### src/rtl/dram_cmd_responder.sv
// DRAM command responder: per-bank timing FSMs, one-deep burst tracker and refresh busy window.
// Optional macro DRAM_RESP_CHECK_EN compiles the err/err_code reporting registers.
module dram_cmd_responder #(
    parameter int tRCD = 4,
    parameter int tRP  = 4,
    parameter int tCL  = 5,
    parameter int tCWL = 4,
    parameter int tRFC = 16,
    parameter int BL   = 4
) (
    input  logic        CLK,
    input  logic        nRST,
    input  logic [2:0]  cmd,
    input  logic [1:0]  bg,
    input  logic [1:0]  bank,
    input  logic [14:0] row,
    input  logic [9:0]  col,
    output logic        rd_en_dq,
    output logic        wr_en_dq,
    output logic [3:0]  dq_bank,
    output logic [14:0] dq_row,
    output logic [9:0]  dq_col,
    output logic [15:0] bank_open,
    output logic        busy,
    output logic        err,
    output logic [2:0]  err_code
);

    localparam logic [2:0] CMD_NOP  = 3'b000;
    localparam logic [2:0] CMD_ACT  = 3'b001;
    localparam logic [2:0] CMD_RD   = 3'b010;
    localparam logic [2:0] CMD_WR   = 3'b011;
    localparam logic [2:0] CMD_PRE  = 3'b100;
    localparam logic [2:0] CMD_PREA = 3'b101;
    localparam logic [2:0] CMD_REF  = 3'b110;
    localparam logic [2:0] CMD_RSV  = 3'b111;

    // Counters are loaded with (param - 1) so a parameter of 1 skips the transient state.
    localparam logic [5:0] TRCD_M1  = 6'(tRCD - 1);
    localparam logic [5:0] TRP_M1   = 6'(tRP - 1);
    localparam logic [5:0] TCL_M1   = 6'(tCL - 1);
    localparam logic [5:0] TCWL_M1  = 6'(tCWL - 1);
    localparam logic [5:0] TRFC_M1  = 6'(tRFC - 1);
    localparam logic [5:0] BL_M1    = 6'(BL - 1);
    localparam logic [9:0] COL_MASK = 10'((1 << $clog2(BL)) - 1);

    typedef enum logic [1:0] {B_IDLE, B_ACTIVATING, B_ACTIVE, B_PRECHARGING} bank_state_t;
    typedef enum logic [1:0] {T_IDLE, T_WAIT, T_BURST} trk_state_t;

    bank_state_t bank_state_r [16];
    bank_state_t bank_state_s [16];
    logic [5:0]  bank_cnt_r   [16];
    logic [5:0]  bank_cnt_s   [16];
    logic [14:0] bank_row_r   [16];
    logic [14:0] bank_row_s   [16];
    logic [15:0] bank_open_r;

    trk_state_t  trk_state_r;
    logic        trk_rd_r;
    logic [5:0]  trk_cnt_r;
    logic [5:0]  beat_r;
    logic [3:0]  trk_bank_r;
    logic [14:0] trk_row_r;
    logic [9:0]  trk_col_r;
    logic        rd_en_r;
    logic        wr_en_r;
    logic [3:0]  dq_bank_r;
    logic [14:0] dq_row_r;
    logic [9:0]  dq_col_r;

    logic [5:0]  ref_cnt_r;
    logic        busy_r;

    logic [3:0]  idx_s;
    logic        all_idle_s;
    logic [2:0]  chk_code_s;
    logic        act_ok_s;
    logic        rdwr_ok_s;
    logic        pre_ok_s;
    logic        prea_ok_s;
    logic        ref_ok_s;
    logic [5:0]  lat_s;

    // Column for a given beat: the low log2(BL) bits wrap inside the burst.
    function automatic logic [9:0] beat_col(input logic [9:0] base, input logic [5:0] beat);
        logic [9:0] sum;
        sum = base + {4'd0, beat};
        return (base & ~COL_MASK) | (sum & COL_MASK);
    endfunction

    assign idx_s = {bg, bank};
    assign lat_s = (cmd == CMD_RD) ? TCL_M1 : TCWL_M1;

    // All-banks-idle detection for REF legality.
    always_comb begin
        all_idle_s = 1'b1;
        for (int i = 0; i < 16; i++) begin
            all_idle_s = all_idle_s & (bank_state_r[i] == B_IDLE);
        end
    end

    // Command legality; a nonzero code means the command is ignored.
    always_comb begin
        chk_code_s = 3'd0;
        if (cmd == CMD_NOP) begin
            chk_code_s = 3'd0;
        end else if (busy_r || (cmd == CMD_RSV)) begin
            chk_code_s = 3'd6;
        end else begin
            case (cmd)
                CMD_ACT: chk_code_s = (bank_state_r[idx_s] != B_IDLE) ? 3'd1 : 3'd0;
                CMD_RD, CMD_WR: begin
                    if (bank_state_r[idx_s] != B_ACTIVE) begin
                        chk_code_s = 3'd2;
                    end else if (trk_state_r != T_IDLE) begin
                        chk_code_s = 3'd5;
                    end else begin
                        chk_code_s = 3'd0;
                    end
                end
                CMD_PRE: chk_code_s = ((bank_state_r[idx_s] == B_ACTIVATING) ||
                                       (bank_state_r[idx_s] == B_PRECHARGING)) ? 3'd3 : 3'd0;
                CMD_REF: chk_code_s = all_idle_s ? 3'd0 : 3'd4;
                default: chk_code_s = 3'd0;
            endcase
        end
    end

    assign act_ok_s  = (cmd == CMD_ACT)  && (chk_code_s == 3'd0);
    assign rdwr_ok_s = ((cmd == CMD_RD) || (cmd == CMD_WR)) && (chk_code_s == 3'd0);
    assign pre_ok_s  = (cmd == CMD_PRE)  && (chk_code_s == 3'd0);
    assign prea_ok_s = (cmd == CMD_PREA) && (chk_code_s == 3'd0);
    assign ref_ok_s  = (cmd == CMD_REF)  && (chk_code_s == 3'd0);

    // Per-bank next state; counters only decrement above 1, so they never wrap.
    always_comb begin
        for (int i = 0; i < 16; i++) begin
            bank_state_s[i] = bank_state_r[i];
            bank_cnt_s[i]   = bank_cnt_r[i];
            bank_row_s[i]   = bank_row_r[i];
            case (bank_state_r[i])
                B_IDLE: begin
                    if (act_ok_s && (idx_s == 4'(i))) begin
                        bank_state_s[i] = (TRCD_M1 == 6'd0) ? B_ACTIVE : B_ACTIVATING;
                        bank_cnt_s[i]   = TRCD_M1;
                        bank_row_s[i]   = row;
                    end else begin
                        bank_cnt_s[i] = 6'd0;
                    end
                end
                B_ACTIVATING: begin
                    if (bank_cnt_r[i] <= 6'd1) begin
                        bank_state_s[i] = B_ACTIVE;
                        bank_cnt_s[i]   = 6'd0;
                    end else begin
                        bank_cnt_s[i] = bank_cnt_r[i] - 6'd1;
                    end
                end
                B_ACTIVE: begin
                    if ((pre_ok_s && (idx_s == 4'(i))) || prea_ok_s) begin
                        bank_state_s[i] = (TRP_M1 == 6'd0) ? B_IDLE : B_PRECHARGING;
                        bank_cnt_s[i]   = TRP_M1;
                    end else begin
                        bank_cnt_s[i] = 6'd0;
                    end
                end
                B_PRECHARGING: begin
                    if (bank_cnt_r[i] <= 6'd1) begin
                        bank_state_s[i] = B_IDLE;
                        bank_cnt_s[i]   = 6'd0;
                    end else begin
                        bank_cnt_s[i] = bank_cnt_r[i] - 6'd1;
                    end
                end
                default: begin
                    bank_state_s[i] = B_IDLE;
                    bank_cnt_s[i]   = 6'd0;
                end
            endcase
        end
    end

    // Bank state registers and the registered bank_open map.
    always_ff @(posedge CLK or negedge nRST) begin
        if (!nRST) begin
            for (int i = 0; i < 16; i++) begin
                bank_state_r[i] <= B_IDLE;
                bank_cnt_r[i]   <= 6'd0;
                bank_row_r[i]   <= 15'd0;
            end
            bank_open_r <= 16'd0;
        end else begin
            for (int i = 0; i < 16; i++) begin
                bank_state_r[i] <= bank_state_s[i];
                bank_cnt_r[i]   <= bank_cnt_s[i];
                bank_row_r[i]   <= bank_row_s[i];
                bank_open_r[i]  <= (bank_state_s[i] == B_ACTIVE);
            end
        end
    end

    // Refresh window: busy covers the tRFC-1 cycles after an accepted REF.
    always_ff @(posedge CLK or negedge nRST) begin
        if (!nRST) begin
            ref_cnt_r <= 6'd0;
            busy_r    <= 1'b0;
        end else if (ref_ok_s) begin
            ref_cnt_r <= TRFC_M1;
            busy_r    <= (TRFC_M1 != 6'd0);
        end else if (ref_cnt_r != 6'd0) begin
            ref_cnt_r <= ref_cnt_r - 6'd1;
            busy_r    <= (ref_cnt_r > 6'd1);
        end else begin
            busy_r <= 1'b0;
        end
    end

    // Burst tracker FSM: latency wait, then BL beats with registered strobes and address.
    always_ff @(posedge CLK or negedge nRST) begin
        if (!nRST) begin
            trk_state_r <= T_IDLE;
            trk_rd_r    <= 1'b0;
            trk_cnt_r   <= 6'd0;
            beat_r      <= 6'd0;
            trk_bank_r  <= 4'd0;
            trk_row_r   <= 15'd0;
            trk_col_r   <= 10'd0;
            rd_en_r     <= 1'b0;
            wr_en_r     <= 1'b0;
            dq_bank_r   <= 4'd0;
            dq_row_r    <= 15'd0;
            dq_col_r    <= 10'd0;
        end else begin
            case (trk_state_r)
                T_IDLE: begin
                    if (rdwr_ok_s) begin
                        trk_rd_r   <= (cmd == CMD_RD);
                        trk_bank_r <= idx_s;
                        trk_row_r  <= bank_row_r[idx_s];
                        trk_col_r  <= col;
                        beat_r     <= 6'd0;
                        if (lat_s == 6'd0) begin
                            trk_state_r <= T_BURST;
                            rd_en_r     <= (cmd == CMD_RD);
                            wr_en_r     <= (cmd == CMD_WR);
                            dq_bank_r   <= idx_s;
                            dq_row_r    <= bank_row_r[idx_s];
                            dq_col_r    <= col;
                        end else begin
                            trk_state_r <= T_WAIT;
                            trk_cnt_r   <= lat_s;
                        end
                    end else begin
                        rd_en_r <= 1'b0;
                        wr_en_r <= 1'b0;
                    end
                end
                T_WAIT: begin
                    if (trk_cnt_r <= 6'd1) begin
                        trk_state_r <= T_BURST;
                        trk_cnt_r   <= 6'd0;
                        rd_en_r     <= trk_rd_r;
                        wr_en_r     <= ~trk_rd_r;
                        dq_bank_r   <= trk_bank_r;
                        dq_row_r    <= trk_row_r;
                        dq_col_r    <= trk_col_r;
                    end else begin
                        trk_cnt_r <= trk_cnt_r - 6'd1;
                    end
                end
                T_BURST: begin
                    if (beat_r >= BL_M1) begin
                        trk_state_r <= T_IDLE;
                        rd_en_r     <= 1'b0;
                        wr_en_r     <= 1'b0;
                    end else begin
                        beat_r   <= beat_r + 6'd1;
                        dq_col_r <= beat_col(trk_col_r, beat_r + 6'd1);
                    end
                end
                default: begin
                    trk_state_r <= T_IDLE;
                    rd_en_r     <= 1'b0;
                    wr_en_r     <= 1'b0;
                end
            endcase
        end
    end

`ifdef DRAM_RESP_CHECK_EN
    logic       err_r;
    logic [2:0] err_code_r;

    // Error pulse one cycle after the illegal command; the code is sticky.
    always_ff @(posedge CLK or negedge nRST) begin
        if (!nRST) begin
            err_r      <= 1'b0;
            err_code_r <= 3'd0;
        end else begin
            err_r <= (chk_code_s != 3'd0);
            if (chk_code_s != 3'd0) begin
                err_code_r <= chk_code_s;
            end else begin
                err_code_r <= err_code_r;
            end
        end
    end

    assign err      = err_r;
    assign err_code = err_code_r;
`else
    assign err      = 1'b0;
    assign err_code = 3'd0;
`endif

    assign rd_en_dq  = rd_en_r;
    assign wr_en_dq  = wr_en_r;
    assign dq_bank   = dq_bank_r;
    assign dq_row    = dq_row_r;
    assign dq_col    = dq_col_r;
    assign bank_open = bank_open_r;
    assign busy      = busy_r;

endmodule

### config.mk
export PLATFORM = sky130hd
export DESIGN_NAME = dram_cmd_responder
export DESIGN_NICKNAME = d
export VERILOG_FILES = /design/src/rtl/dram_cmd_responder.sv
export SDC_FILE = /design/constraint.sdc
export NUM_CORES = 1
export LEC_CHECK = 0
export ABC_AREA = 1
export CELL_PAD_IN_SITES_DETAIL_PLACEMENT = 2
export CELL_PAD_IN_SITES_GLOBAL_PLACEMENT = 2
export CORE_ASPECT_RATIO = 0.8
export CORE_MARGIN = 2
export CORE_UTILIZATION = 38
export DETAILED_ROUTE_END_ITERATION = 8
export GPL_TIMING_DRIVEN = 0
export PLACE_DENSITY = 0.76
export SETUP_SLACK_MARGIN = 0.3
export SKIP_CTS_REPAIR_TIMING = 1
export SLEW_MARGIN = 20
export SYNTH_ARGS = -nofsm -noshare
export SYNTH_HDL_FRONTEND = slang
export SYNTH_SLANG_ARGS = --single-unit
export TNS_END_PERCENT = 50
### constraint.sdc
create_clock -name CLK -period 2.6 [get_ports CLK]
set_clock_uncertainty 0.05 [all_clocks]
set_input_delay 0.78 -clock CLK [delete_from_list [all_inputs] [get_ports CLK]]
set_output_delay 0.78 -clock CLK [all_outputs]
set_load 0.01 [all_outputs]
After elaboration in Yosys (flattened, before gate mapping)
Cells that the tools add are included.

storage, ports and cells
  memory bits (writable) = 0
  register bits = 466
  latch bits = 0
  output and inout port bits = 52
  memories kept = 0
  input bits = 34
  bits in read-only memories = 0
  word-level logic and storage cells = 540

cells by class
  order comparisons = 20
  bitwise logic cells = 18
  shifts and indexed selects = 0
  $mul = 0
  equal/unequal tests = 98
  reductions and logical operators = 124
  div/mod/pow operators = 0
  mux-type cells = 197
  $add $sub $neg = 20

operator list
  operator               count
  $pmux W6 S3            16
  $mux W2                103
  $mux W6                23
  $pmux W2 S4            16
  $sub A6 B1 Y6 const B  18
  $le A6 B1 Y1 const B   17
  $eq A2 B2 Y1 const B   50
  $mux W15               5
  $bmux W15 S4           1
  $mux W10               4
  $logic_and A1 B1 Y1    37
  $eq A2 B1 Y1 const B   18
  $logic_not A2 Y1       17
  $reduce_and A2 Y1      17
  $reduce_or A2 Y1       17
  $eq A4 B4 Y1 const B   8
  $pmux W10 S3           1
  $pmux W15 S2           1
  $pmux W6 S2            2
  $logic_or A1 B1 Y1     19
  $mux W3                6
  $eq A4 B3 Y1 const B   4
  $and A1 B1 Y1          15
  $ne A2 B2 Y1 const B   7
  other kinds (30)       55

Logic depth before layout (Yosys ltp)
Gate-level depths: netlist (run 1).

  depth after elaboration = 27
  mapped depth = 22
  gate-level depth less buffers = 18

Least setup slack after synthesis (run 1)
OpenSTA, ideal clock, no wires.

  path kind = input -> register
  start = input bg[1]
  end = register bank_row_r[172] (netlist name)
  buffers on the path = 4
  cell stages on the path = 16
  slack = -0.141 ns
  data arrival time = 2.558 ns
  data required time = 2.417 ns
  library setup time = 0.133 ns
  cell sequence = buf_2 -> nor2_1 -> nand2_1 -> nand2_1 -> nor2_2 -> nand2_1 -> nand3_1 -> nor2_2 -> buf_6 -> nand3_4 -> inv_4 -> buf_12 -> nand2_2 -> buf_2 -> nand2_1 -> o21ai_1

on the way
  word-level cells in the longest chain between the ends = 14
  elaborated cells between the ends (all ways) = 20
  those cells by class = eq/ne (4); mux (9); bitwise (1); reduce/logical (6)

ends and longest elaborated chain
  element                                              RTL line  RTL
  start, declared                                      14        input logic [1:0] bg,
  $not A4 Y5 (implied by the code)                     --
  $bmux W2 S4                                          --
  $mux W2 (implied by the code) (2 in a row)           --
  $eq A2 B1 Y1 / $eq A2 B2 Y1 (equally long branches)  121, 122
  $logic_or A1 B1 Y1                                   121       CMD_PRE: chk_code_s = ((bank_state_r[idx_s] == B_ACTIVATING) ||
  $mux W2                                              122       (bank_state_r[idx_s] == B_PRECHARGING)) ? 3'd3 : 3'd0;
  $pmux W3 S4                                          110       case (cmd)
  $mux W3                                              107       end else if (busy_r || (cmd == CMD_RSV)) begin
  $mux W3                                              105       if (cmd == CMD_NOP) begin
  $logic_not A3 Y1                                     129       assign act_ok_s = (cmd == CMD_ACT) && (chk_code_s == 3'd0);
  $logic_and A1 B1 Y1                                  129
  $logic_and A1 B1 Y1 (*)                              143       if (act_ok_s && (idx_s == 4'(i))) begin
  $reduce_and A2 Y1 (no line) (*)                      --
  end signal, assigned by index                        196       bank_row_r[i] <= bank_row_s[i];
  end, declared                                        54        logic [14:0] bank_row_r [16];

Every way passes the cells marked *; elsewhere a longest branch is shown, timed or not. The select of a mux whose other input is x is not followed.
A chain may end at the register's enable or synchronous reset.

Worst setup path after layout (run 1)
  start = input bank[0]
  end = register bank_row_r[178] (netlist name)

on the way
  word-level cells in the longest chain between the ends = 14
  elaborated cells between the ends (all ways) = 20
  those cells by class = eq/ne (4); mux (9); bitwise (1); reduce/logical (6)

ends and longest elaborated chain
  element                                              RTL line  RTL
  start, declared                                      15        input logic [1:0] bank,
  $not A4 Y5 (implied by the code)                     --
  $bmux W2 S4                                          --
  $mux W2 (implied by the code) (2 in a row)           --
  $eq A2 B1 Y1 / $eq A2 B2 Y1 (equally long branches)  121, 122
  $logic_or A1 B1 Y1                                   121
  $mux W2                                              122
  $pmux W3 S4                                          110
  $mux W3                                              107
  $mux W3                                              105
  $logic_not A3 Y1                                     129
  $logic_and A1 B1 Y1                                  129
  $logic_and A1 B1 Y1 (*)                              143
  $reduce_and A2 Y1 (no line) (*)                      --

Marked as above.

==> impl_summary.txt, run 1 <==
----------------------------------------------------
[Outcome]
  Run status ... finished, violations left
  Failing checks ... setup timing

[Clock tree]
  Root buffer cell ... sky130_fd_sc_hd__clkbuf_16
  CTS tree ... yes
  Htree depth ... 2
  Deepest clock path buffer count ... 3
  Number of buffers inserted during clock tree synthesis ... 52
  Skew-Pair Late Insertion Delay ... 0.64 ns
  Clock transition at the registers of the reported paths ... 0.07 ns
  Clock sink count ... roughly 470

[Die]
  DIE HEIGHT ... between 200 and 250 microns
  Effective utilization at floorplan ... 0.383
  FP Rows ... 78
  Total Die Area ... 58800 sq um
  IO Count ... 86
  Chip Width ... around 270 microns
  Floorplan core area ... 56500 sq um

[Route]
  Post-detailed-route DRC marker count ... 0
  Total via count after detailed routing ... 19.4k
  Final routed wirelength across all metal layers ... a little under 90000 microns
  Vias per cell ... between 5 and 6
  Routed length per instance ... ~26 microns
  Number of nets with antenna violations after routing ... 0
  Starting DRC count in detailed routing ... 1255
  Detailed-router iteration count before antenna repair ... 8

[Finish]
  Ratio of cells with drive above 1 in the final layout ... 0.186
  Final-stage net count ... 2723
  Most frequent standard cell in the layout excluding fill and tap cells ... sky130_fd_sc_hd__nand2_1
  Area growth syn-to-layout ... 27.2%
  Layout fillers ... a little under 6k
  Post-Layout Inst Area ... between 20000 and 30000 sq um
  Most frequent cells in the layout ... sky130_fd_sc_hd__nand2_1, sky130_fd_sc_hd__dfrtp_1, sky130_fd_sc_hd__nand3_1, sky130_fd_sc_hd__nor2_1, sky130_fd_sc_hd__inv_1

[Critical path]
  CP max FO ... 10
  Critical Path Start Type ... input pin
  Arrival @ worst endpoint ... 3.17 ns
  Combined buffer and inverter count along the critical path ... 8
  Maximum cell stage delay along the critical path ... 0.19 ns
  Category of the worst setup path capture point ... register
  Crit path kind ... input pin to register
  Required @ worst endpoint ... about 3.1 ns
  Most prevalent standard cell on the critical path ... sky130_fd_sc_hd__nand2_1
  CP Cell Sequence ... buf_12, inv_6, buf_8, nand2_1, nand2_1, nand2_1, nand2_1, nand2_1, nand2_2, nor2_4, nand3_2, nand2_2, inv_2, nor2_4, buf_6, nand3_4, clkinv_8, clkbuf_16, nand2_8, buf_6, nand2_1, o21ai_1
  Family with the most delay on the worst path ... simple AND/OR/NAND/NOR gates
  Max stage delay cell, worst path ... sky130_fd_sc_hd__clkbuf_16

[STA]
  Portion of the clock cycle consumed by the worst path in the final layout ... 1.04
  Hold Violations, Final ... 0
  Hold_ws ... 0.130 ns
  Slew at the pin closest to its max-slew limit ... 1.02 ns
  Unrepaired setup endpoints after global routing ... yes
  Max-slew violation total from the final report ... 0
  Worst max-slew margin expressed relative to the limit ... 0.321
  FMAX ... 368 MHz
  Setup WS post-layout ... -0.117 ns
  Minimum clock period ... 2.72 ns
  Final setup violating endpoints ... around 150

[Logic synthesis]
  EDFF count, synth ... 0
  Proportion of netlist area held by the largest area contributor ... 0.540
  Sequential area share after synthesis ... 0.540
  Netlist cell types ... 46
  Register bit count reported by yosys ... 466
  Fraction of the mapped netlist area in adder cells ... 0.0237
  Commonest register cell after synthesis ... sky130_fd_sc_hd__dfrtp_1
  Synthesis Warnings ... 0
  Cell accounting for the most synthesized area ... sky130_fd_sc_hd__dfrtp_1
  Post-synthesis area per instance ... 8.81 sq um
  Largest family of logic cells by synthesized area ... simple AND/OR/NAND/NOR gates
  Leading post-synthesis cells by cell area ... sky130_fd_sc_hd__dfrtp_1, sky130_fd_sc_hd__nand2_1, sky130_fd_sc_hd__nand3_1
  Mux contribution to synthesized area ... 0.000463
  Mapped Area ... about 22000 sq um
  Post-synth ARST share ... 1.00
  Compound-Gate Fraction of Synth Area ... 0.135
  Xor/xnor share of the synthesized area ... 0.0271
  Simple-gate share of the synthesized area ... 0.206
  Synthesized instance count ... 2454

[Placed design]
  Last weighted congestion value of the routability-driven placer ... 0.877
  Placed inst area ... 23700 sq um
  I/O Buffers ... just under 80
  Post-detailed-placement half-perimeter wirelength ... 59100 microns

[Worst hold path]
  Path class of the lowest-slack min-delay path ... input pin to asynchronous set/reset pin

[Power and ir drop]
  Total power density per cell area ... 801 nW/um^2
  Max IR drop VDD ... 545 uV
  Leakage power figure ... 13.1 nW

[Global route]
  Antenna violations before repair ... 1
  Wire length of the first global-routing pass ... 127000 microns
  Pin count of the biggest net entering global routing ... 89
  Number of global-route vias before repair ... ~21k
  GRT Residual Overflow ... 0
  Total routing usage reported by global routing ... 0.279

[Run]
  Max Cap Violations ... 0

----------------------------------------------------
==> worst reg2reg max path: stages (launching register included) <==
cell	delay (ns)
sky130_fd_sc_hd__dfrtp_2	0.44
sky130_fd_sc_hd__or2_4	0.27
sky130_fd_sc_hd__nor3_4	0.20
sky130_fd_sc_hd__nand4_1	0.15
sky130_fd_sc_hd__nand2_1	0.12
sky130_fd_sc_hd__nand3_2	0.11
sky130_fd_sc_hd__nor2_4	0.18
sky130_fd_sc_hd__buf_6	0.15
sky130_fd_sc_hd__nand3_4	0.15
sky130_fd_sc_hd__clkinv_8	0.13
sky130_fd_sc_hd__clkbuf_16	0.19
sky130_fd_sc_hd__nand2_8	0.09
sky130_fd_sc_hd__buf_6	0.19
sky130_fd_sc_hd__nand2_1	0.11
sky130_fd_sc_hd__o21ai_1	0.08
==> worst paths after layout <==
| path | start | endpoint | slack, ns | cells past startpoint |
|---|---|---|---|---|
| worst min-delay path | nRST | bank_row_r[109] | 0.13 | 1 |
| worst min register to register | dq_row[1] | dq_row[1] | 0.43 | 2 |
| min in group CLK | dq_row[1] | dq_row[1] | 0.43 | 2 |
| worst max register to register | bank_state_r[10] | bank_row_r[178] | -0.12 | 14 |
| max in group asynchronous | nRST | bank_row_r[218] | 0.68 | 4 |
| worst max-delay path | bank[0] | bank_row_r[178] | -0.12 | 22 |
==> logic make-up (layout without fill, tap and decap cells) <==
kind of cell / count (synthesis) / in the layout
adder cells (fa/ha/maj): 41 / 41
flip-flops: 466 / 466
multiplexers: 1 / 1
other: 1 / 5
AND/OR/NAND/NOR: 1059 / 1059
buffers and inverters: 321 / 554
AO/OA/AOI/OAI: 498 / 498
XOR/XNOR: 67 / 67
==> metal layers <==
metal | up-vias | wire length [microns] | global-route usage | part of all wire
li1 | 8542 | - | - | -
met1 | 10246 | 38400 | 0.366 | 0.43
met2 | 401 | 44000 | 0.484 | 0.49
met3 | 161 | 3280 | 0.0317 | 0.037
met4 | 0 | 3400 | 0.0908 | 0.038
met5 | - | 0 | 0 | 0
==> cells in the mapped netlist (18+ instances only) <==
cell type,number
sky130_fd_sc_hd__o211ai_1,42
sky130_fd_sc_hd__xnor2_1,26
sky130_fd_sc_hd__buf_2,19
sky130_fd_sc_hd__nand2_1,602
sky130_fd_sc_hd__o21ai_0,161
sky130_fd_sc_hd__ha_1,41
sky130_fd_sc_hd__o21ai_1,123
sky130_fd_sc_hd__inv_1,174
sky130_fd_sc_hd__nor2_1,186
sky130_fd_sc_hd__dfrtp_1,466
sky130_fd_sc_hd__clkbuf_1,88
sky130_fd_sc_hd__a21oi_1,37
sky130_fd_sc_hd__a31oi_1,32
sky130_fd_sc_hd__xor2_1,41
sky130_fd_sc_hd__buf_6,25
sky130_fd_sc_hd__a22oi_1,60
sky130_fd_sc_hd__nand4_1,35
sky130_fd_sc_hd__nand3_1,186
sky130_fd_sc_hd__nor3_1,18
==> stage by stage <==
stage | total power [mW] | util | worst slack (ns) | TNS (ns) | cells
CTS | 20.9 | 0.451 | -1.37 | -330.72 | 3397
global route | 23.0 | 0.486 | -0.236 | -40.29 | 3450
finish | 22.0 | 0.487 | -0.117 | -5.68 | 3451
global placement | 12.6 | 0.417 | -20.83 | - | 3296
detailed placement | 12.9 | 0.419 | -2.05 | -580.09 | 3301
floorplan | 10.9 | - | -0.0833 | -10.34 | 2457
==> state kept, by name (all words and copies together), names as in the netlist <==
name / count
bank_row_r: 240
bank_cnt_r: 96
bank_state_r: 32
bank_open: 16
dq_row: 15
trk_row_r: 15
dq_col: 10
trk_col_r: 10
beat_r: 6
ref_cnt_r: 6
trk_cnt_r: 6
dq_bank: 4
trk_bank_r: 4
trk_state_r: 2
busy: 1
rd_en_dq: 1
trk_rd_r: 1
wr_en_dq: 1
==> cell type report <==
| class | count | area, sq um | area share |
|---|---|---|---|
| Buffer | 142 | 1280 | 0.0467 |
| Antenna cell | 1 | 2.50 | 0.0000910 |
| Clock buffer | 75 | 1490 | 0.0541 |
| Tap cell | 760 | 951 | 0.0346 |
| Multi-Input combinational cell | 1670 | 9480 | 0.345 |
| Inverter | 179 | 699 | 0.0254 |
| Clock inverter | 21 | 299 | 0.0109 |
| Timing Repair inverter | 1 | 8.76 | 0.000319 |
| Sequential cell | 466 | 11700 | 0.424 |
| Timing Repair Buffer | 136 | 1620 | 0.0588 |
==> power breakdown <==
group / switching [mW] / leakage [nW] / internal (mW)
combinational: 3.35 / 5.97 / 2.07
sequential: 0.617 / 6.30 / 8.08
clock: 3.39 / 0.866 / 4.51
Power figures use the tool's default switching activity.
==> inputs of run 2 (changes only) <==
--- a/config.mk
+++ b/config.mk
@@ -5,12 +5,11 @@
 export SDC_FILE = /design/constraint.sdc
 export NUM_CORES = 1
 export LEC_CHECK = 0
-export ABC_AREA = 1
 export CELL_PAD_IN_SITES_DETAIL_PLACEMENT = 2
 export CELL_PAD_IN_SITES_GLOBAL_PLACEMENT = 2
 export CORE_ASPECT_RATIO = 0.8
 export CORE_MARGIN = 2
-export CORE_UTILIZATION = 38
+export CORE_UTILIZATION = 43
 export DETAILED_ROUTE_END_ITERATION = 8
 export GPL_TIMING_DRIVEN = 0
 export PLACE_DENSITY = 0.76
==> run 2 against run 1 <==
  * The run still ends with setup timing left
  * Clock power increased by 2.9%
  * Combinational power decreased by 46%
  * Maximum frequency decreased by 26%
  * Highest routed layer is now met5
  * Largest power group unchanged
  * Non-clock buffer count decreased by 24
  * Critical path type unchanged
  * Area after synthesis increased by 0.20%
==> impl_summary.txt, run 2 <==
----------------------------------------------------
[STA]
  Slew at the pin closest to its max-slew limit ... 1.02 ns (+0.00453 ns)
  Minimum clock period ... 3.68 ns (+0.965 ns)
  Hold Violations, Final ... 0 (unchanged)
  Final setup violating endpoints ... 386 (+150%)
  Max-slew violation total from the final report ... 0 (unchanged)
  Portion of the clock cycle consumed by the worst path in the final layout ... 1.42 (+0.371)
  FMAX ... 272 MHz (-26%)
  Worst max-slew margin expressed relative to the limit ... 0.318 (-0.00302)
  Unrepaired setup endpoints after global routing ... yes
  Setup WS post-layout ... -1.08 ns (-0.965 ns)
  Hold_ws ... 0.0423 ns (-0.0878 ns)

[Route]
  Detailed-router iteration count before antenna repair ... 5 (-3)
  Routed length per instance ... 34.8 microns (+35%)
  Total via count after detailed routing ... 16.0k (-17%)
  Vias per cell ... 6.17 (+10%)
  Met3 wirelength from detailed routing ... 6160 microns (+88%)
  Post-detailed-route DRC marker count ... 0 (unchanged)
  Final routed wirelength across all metal layers ... 90500 microns (+1.6%)
  Detailed route wirelength on metal2 ... 43500 microns (-0.95%)
  Starting DRC count in detailed routing ... 1347 (+7.3%)
  DR top layer ... met5
  Number of nets with antenna violations after routing ... 0 (unchanged)
  Wire length on met1 ... 35200 microns (-8.2%)

[Logic synthesis]
  Netlist cell types ... 58 (+26%)
  Compound-Gate Fraction of Synth Area ... 0.0380 (-0.0974)
  Mux contribution to synthesized area ... 0.244 (+0.243)
  Commonest cells post-synth ... sky130_fd_sc_hd__dfrtp_1, sky130_fd_sc_hd__mux2_2, sky130_fd_sc_hd__nor2_1, sky130_fd_sc_hd__mux4_2, sky130_fd_sc_hd__nand2_1
  Cell accounting for the most synthesized area ... sky130_fd_sc_hd__dfrtp_1
  Simple-gate share of the synthesized area ... 0.0917 (-0.114)
  Proportion of netlist area held by the largest area contributor ... 0.538 (-0.00106)
  EDFF count, synth ... 0 (unchanged)
  Fraction of the mapped netlist area in adder cells ... 0.0237 (-0.0000466)
  Synthesized instance count ... 1655 (-33%)
  Mapped Area ... 21700 sq um (+0.20%)
  Post-synth ARST share ... 1.00 (unchanged)
  Post-synthesis area per instance ... 13.1 sq um (+49%)
  Largest family of logic cells by synthesized area ... multiplexers
  Synthesis Warnings ... 0 (unchanged)
  Sequential area share after synthesis ... 0.538 (-0.00106)
  Register bit count reported by yosys ... 466 (unchanged)
  Most frequent cell after synthesis ... sky130_fd_sc_hd__dfrtp_1
  Commonest register cell after synthesis ... sky130_fd_sc_hd__dfrtp_1
  Xor/xnor share of the synthesized area ... 0.0352 (+0.00803)
  Leading post-synthesis cells by cell area ... sky130_fd_sc_hd__dfrtp_1, sky130_fd_sc_hd__mux2_2, sky130_fd_sc_hd__mux4_2

[Critical path]
  Category of the worst setup path capture point ... register
  Beginning of the critical path ... bank[1]
  CP Cell Sequence ... buf_2, buf_4, mux2i_1, a22oi_2, nand4b_1, nand4b_1, buf_6, buf_4, nor3_4, buf_6, nand3_4, clkbuf_16, mux2_2
  Family with the most delay on the worst path ... buffers and inverters
  Required @ worst endpoint ... 3.09 ns (+0.04 ns)
  Maximum cell stage delay along the critical path ... 0.57 ns (+0.38 ns)
  Start of the worst register-to-register path ... bank_state_r[16]
  Crit path kind ... input pin to register
  Arrival @ worst endpoint ... 4.17 ns (+1.00 ns)
  Combined buffer and inverter count along the critical path ... 6 (-2)
  CP max FO ... 10 (unchanged)
  Max stage delay cell, worst path ... sky130_fd_sc_hd__mux2i_1
  Critical Path Start Type ... input pin

[Clock tree]
  Htree depth ... 2 (unchanged)
  Root buffer cell ... sky130_fd_sc_hd__clkbuf_16
  CTS tree ... yes
  Deepest clock path buffer count ... 3 (unchanged)
  Skew-Pair Late Insertion Delay ... 0.63 ns (about the same)
  Number of buffers inserted during clock tree synthesis ... 51 (-1.9%)
  Clock sink count ... 466 (unchanged)
  Clock transition at the registers of the reported paths ... 0.08 ns (about the same)

[Power and ir drop]
  Power share of the sequential group ... 0.427 (+0.032)
  Psw ... 5.79 mW (-21%)
  Proportion of total power due to net switching ... 0.300 (-0.0341)
  Combinational power share ... 0.151 (-0.095)
  Total power density per cell area ... 705 nW/um^2 (-12%)
  Leakage power figure ... 12.9 nW (-1.5%)
  Max IR drop VDD ... 588 uV (+7.9%)
  Final Total Pwr ... 19.3 mW (-12%)
  Relative contribution of the clock network to total power ... 0.422 (+0.063)
  Internal portion of total power ... 13.5 mW (-7.9%)

[Finish]
  Largest registers ... bank_row_r x240, bank_cnt_r x96, bank_state_r x32
  Biggest register ... bank_row_r
  Post-layout util ... 0.551 (+0.0645)
  Most frequent cells in the layout ... sky130_fd_sc_hd__dfrtp_1, sky130_fd_sc_hd__mux2_2, sky130_fd_sc_hd__nor2_1, sky130_fd_sc_hd__mux2_4
  Layout fillers ... 4507 (-23%)
  Ratio of cells with drive above 1 in the final layout ... 0.359 (+0.174)
  Area growth syn-to-layout ... 26.4%
  Final-stage net count ... 1955 (-28%)
  Flip-flop count of the largest register, all copies and words added ... 240 (unchanged)
  Most frequent standard cell in the layout excluding fill and tap cells ... sky130_fd_sc_hd__dfrtp_1

[Global route]
  Number of global-route vias before repair ... 16.5k (-21%)
  Wire length of the first global-routing pass ... 104000 microns (-18%)
  Pin count of the biggest net entering global routing ... 99 (+11%)
  Total routing usage reported by global routing ... 0.267 (-0.0125)
  GRT Residual Overflow ... 0 (unchanged)
  Antenna violations before repair ... 3 (+2)

[Worst hold path]
  Path class of the lowest-slack min-delay path ... input pin to asynchronous set/reset pin

[Die]
  Total Die Area ... 52200 sq um (-11%)
  IO Count ... 86 (unchanged)
  DIE HEIGHT ... 205 microns (-5.8%)
  Effective utilization at floorplan ... 0.436 (+0.0534)
  Floorplan core area ... 49700 sq um (-12%)
  Chip Width ... 255 microns (-5.8%)
  FP Rows ... 73 (-6.4%)

[Placed design]
  Minimum setup slack after placement ... -2.19 ns (-0.139 ns)
  Post-detailed-placement half-perimeter wirelength ... 44000 microns (-26%)
  Last weighted congestion value of the routability-driven placer ... 0.867 (-1.1%)
  I/O Buffers ... 79 (unchanged)

[Outcome]
  Run status ... finished, violations left
  Failing checks ... setup timing

[Run]
  Max Cap Violations ... 0 (unchanged)

----------------------------------------------------
[run 2: worst paths after layout]
| check | end | slack (ns) | cells after the start |
|---|---|---|---|
| max in group asynchronous | bank_state_r[14] | 1.00 | 4 |
| min in group CLK | bank_row_r[83] | 0.46 | 1 |
| setup / recovery | bank_row_r[37] | -1.08 | 13 |
| setup reg to reg | bank_row_r[37] | -0.92 | 11 |
| hold / removal | trk_col_r[1] | 0.04 | 2 |
| hold reg to reg | bank_row_r[83] | 0.46 | 1 |
[run 2: cell type report]
type                            count  area [sq um]  area share
Sequential cell                   466         11700       0.426
Multi-Input combinational cell   1055         10000       0.366
Timing Repair Buffer              169          2000      0.0732
Clock buffer                       76          1570      0.0574
Tap cell                          675           845      0.0308
Buffer                             85           826      0.0302
Clock inverter                     20           244     0.00891
Inverter                           52           198     0.00722
Antenna cell                        1          2.50   0.0000914
[run 2: power groups by stage]
stage | combinational (mW) | sequential (mW) | clock [mW]
after floorplan | 1.34 | 8.15 | 0
after global placement | 2.26 | 8.23 | 0
after detailed placement | 2.41 | 8.25 | 0
after CTS | 2.47 | 8.13 | 7.98
after global routing | 3.12 | 8.26 | 8.48
final | 2.92 | 8.24 | 8.14
[run 2: stage by stage]
stage | TNS, ns | area (sq um) | instances
finish | -322.22 | 27400 | 2599
global route | -322.06 | 27400 | 2598
CTS | -421.60 | 25300 | 2513
detailed placement | -659.60 | 23500 | 2417
global placement | - | 23300 | 2412
floorplan | -170.93 | 21700 | 1658
[run 2: cells by family after synthesis]
| logic type | after synthesis |
|---|---|
| multiplexers | 385 |
| AND/OR/NAND/NOR | 405 |
| other | 1 |
| buffers and inverters | 137 |
| AO/OA/AOI/OAI | 133 |
| XOR/XNOR | 87 |
| flip-flops | 466 |
| adder cells (fa/ha/maj) | 41 |
[run 2: per-layer routing]
| metal | global-route usage | vias to the layer above |
|---|---|---|
| li1 | - | 6368 |
| met1 | 0.356 | 8555 |
| met2 | 0.439 | 771 |
| met3 | 0.0465 | 337 |
| met4 | 0.0982 | 2 |
| met5 | 0 | - |
==> inputs of run 3 (changes only) <==
--- a/config.mk
+++ b/config.mk
@@ -5,6 +5,7 @@
 export SDC_FILE = /design/constraint.sdc
 export NUM_CORES = 1
 export LEC_CHECK = 0
+export ABC_CLOCK_PERIOD_IN_PS = 2600
 export CELL_PAD_IN_SITES_DETAIL_PLACEMENT = 2
 export CELL_PAD_IN_SITES_GLOBAL_PLACEMENT = 2
 export CORE_ASPECT_RATIO = 0.8
==> results of run 3 <==
Same layout as run 2: the final DEF is identical, and so are final timing and power.
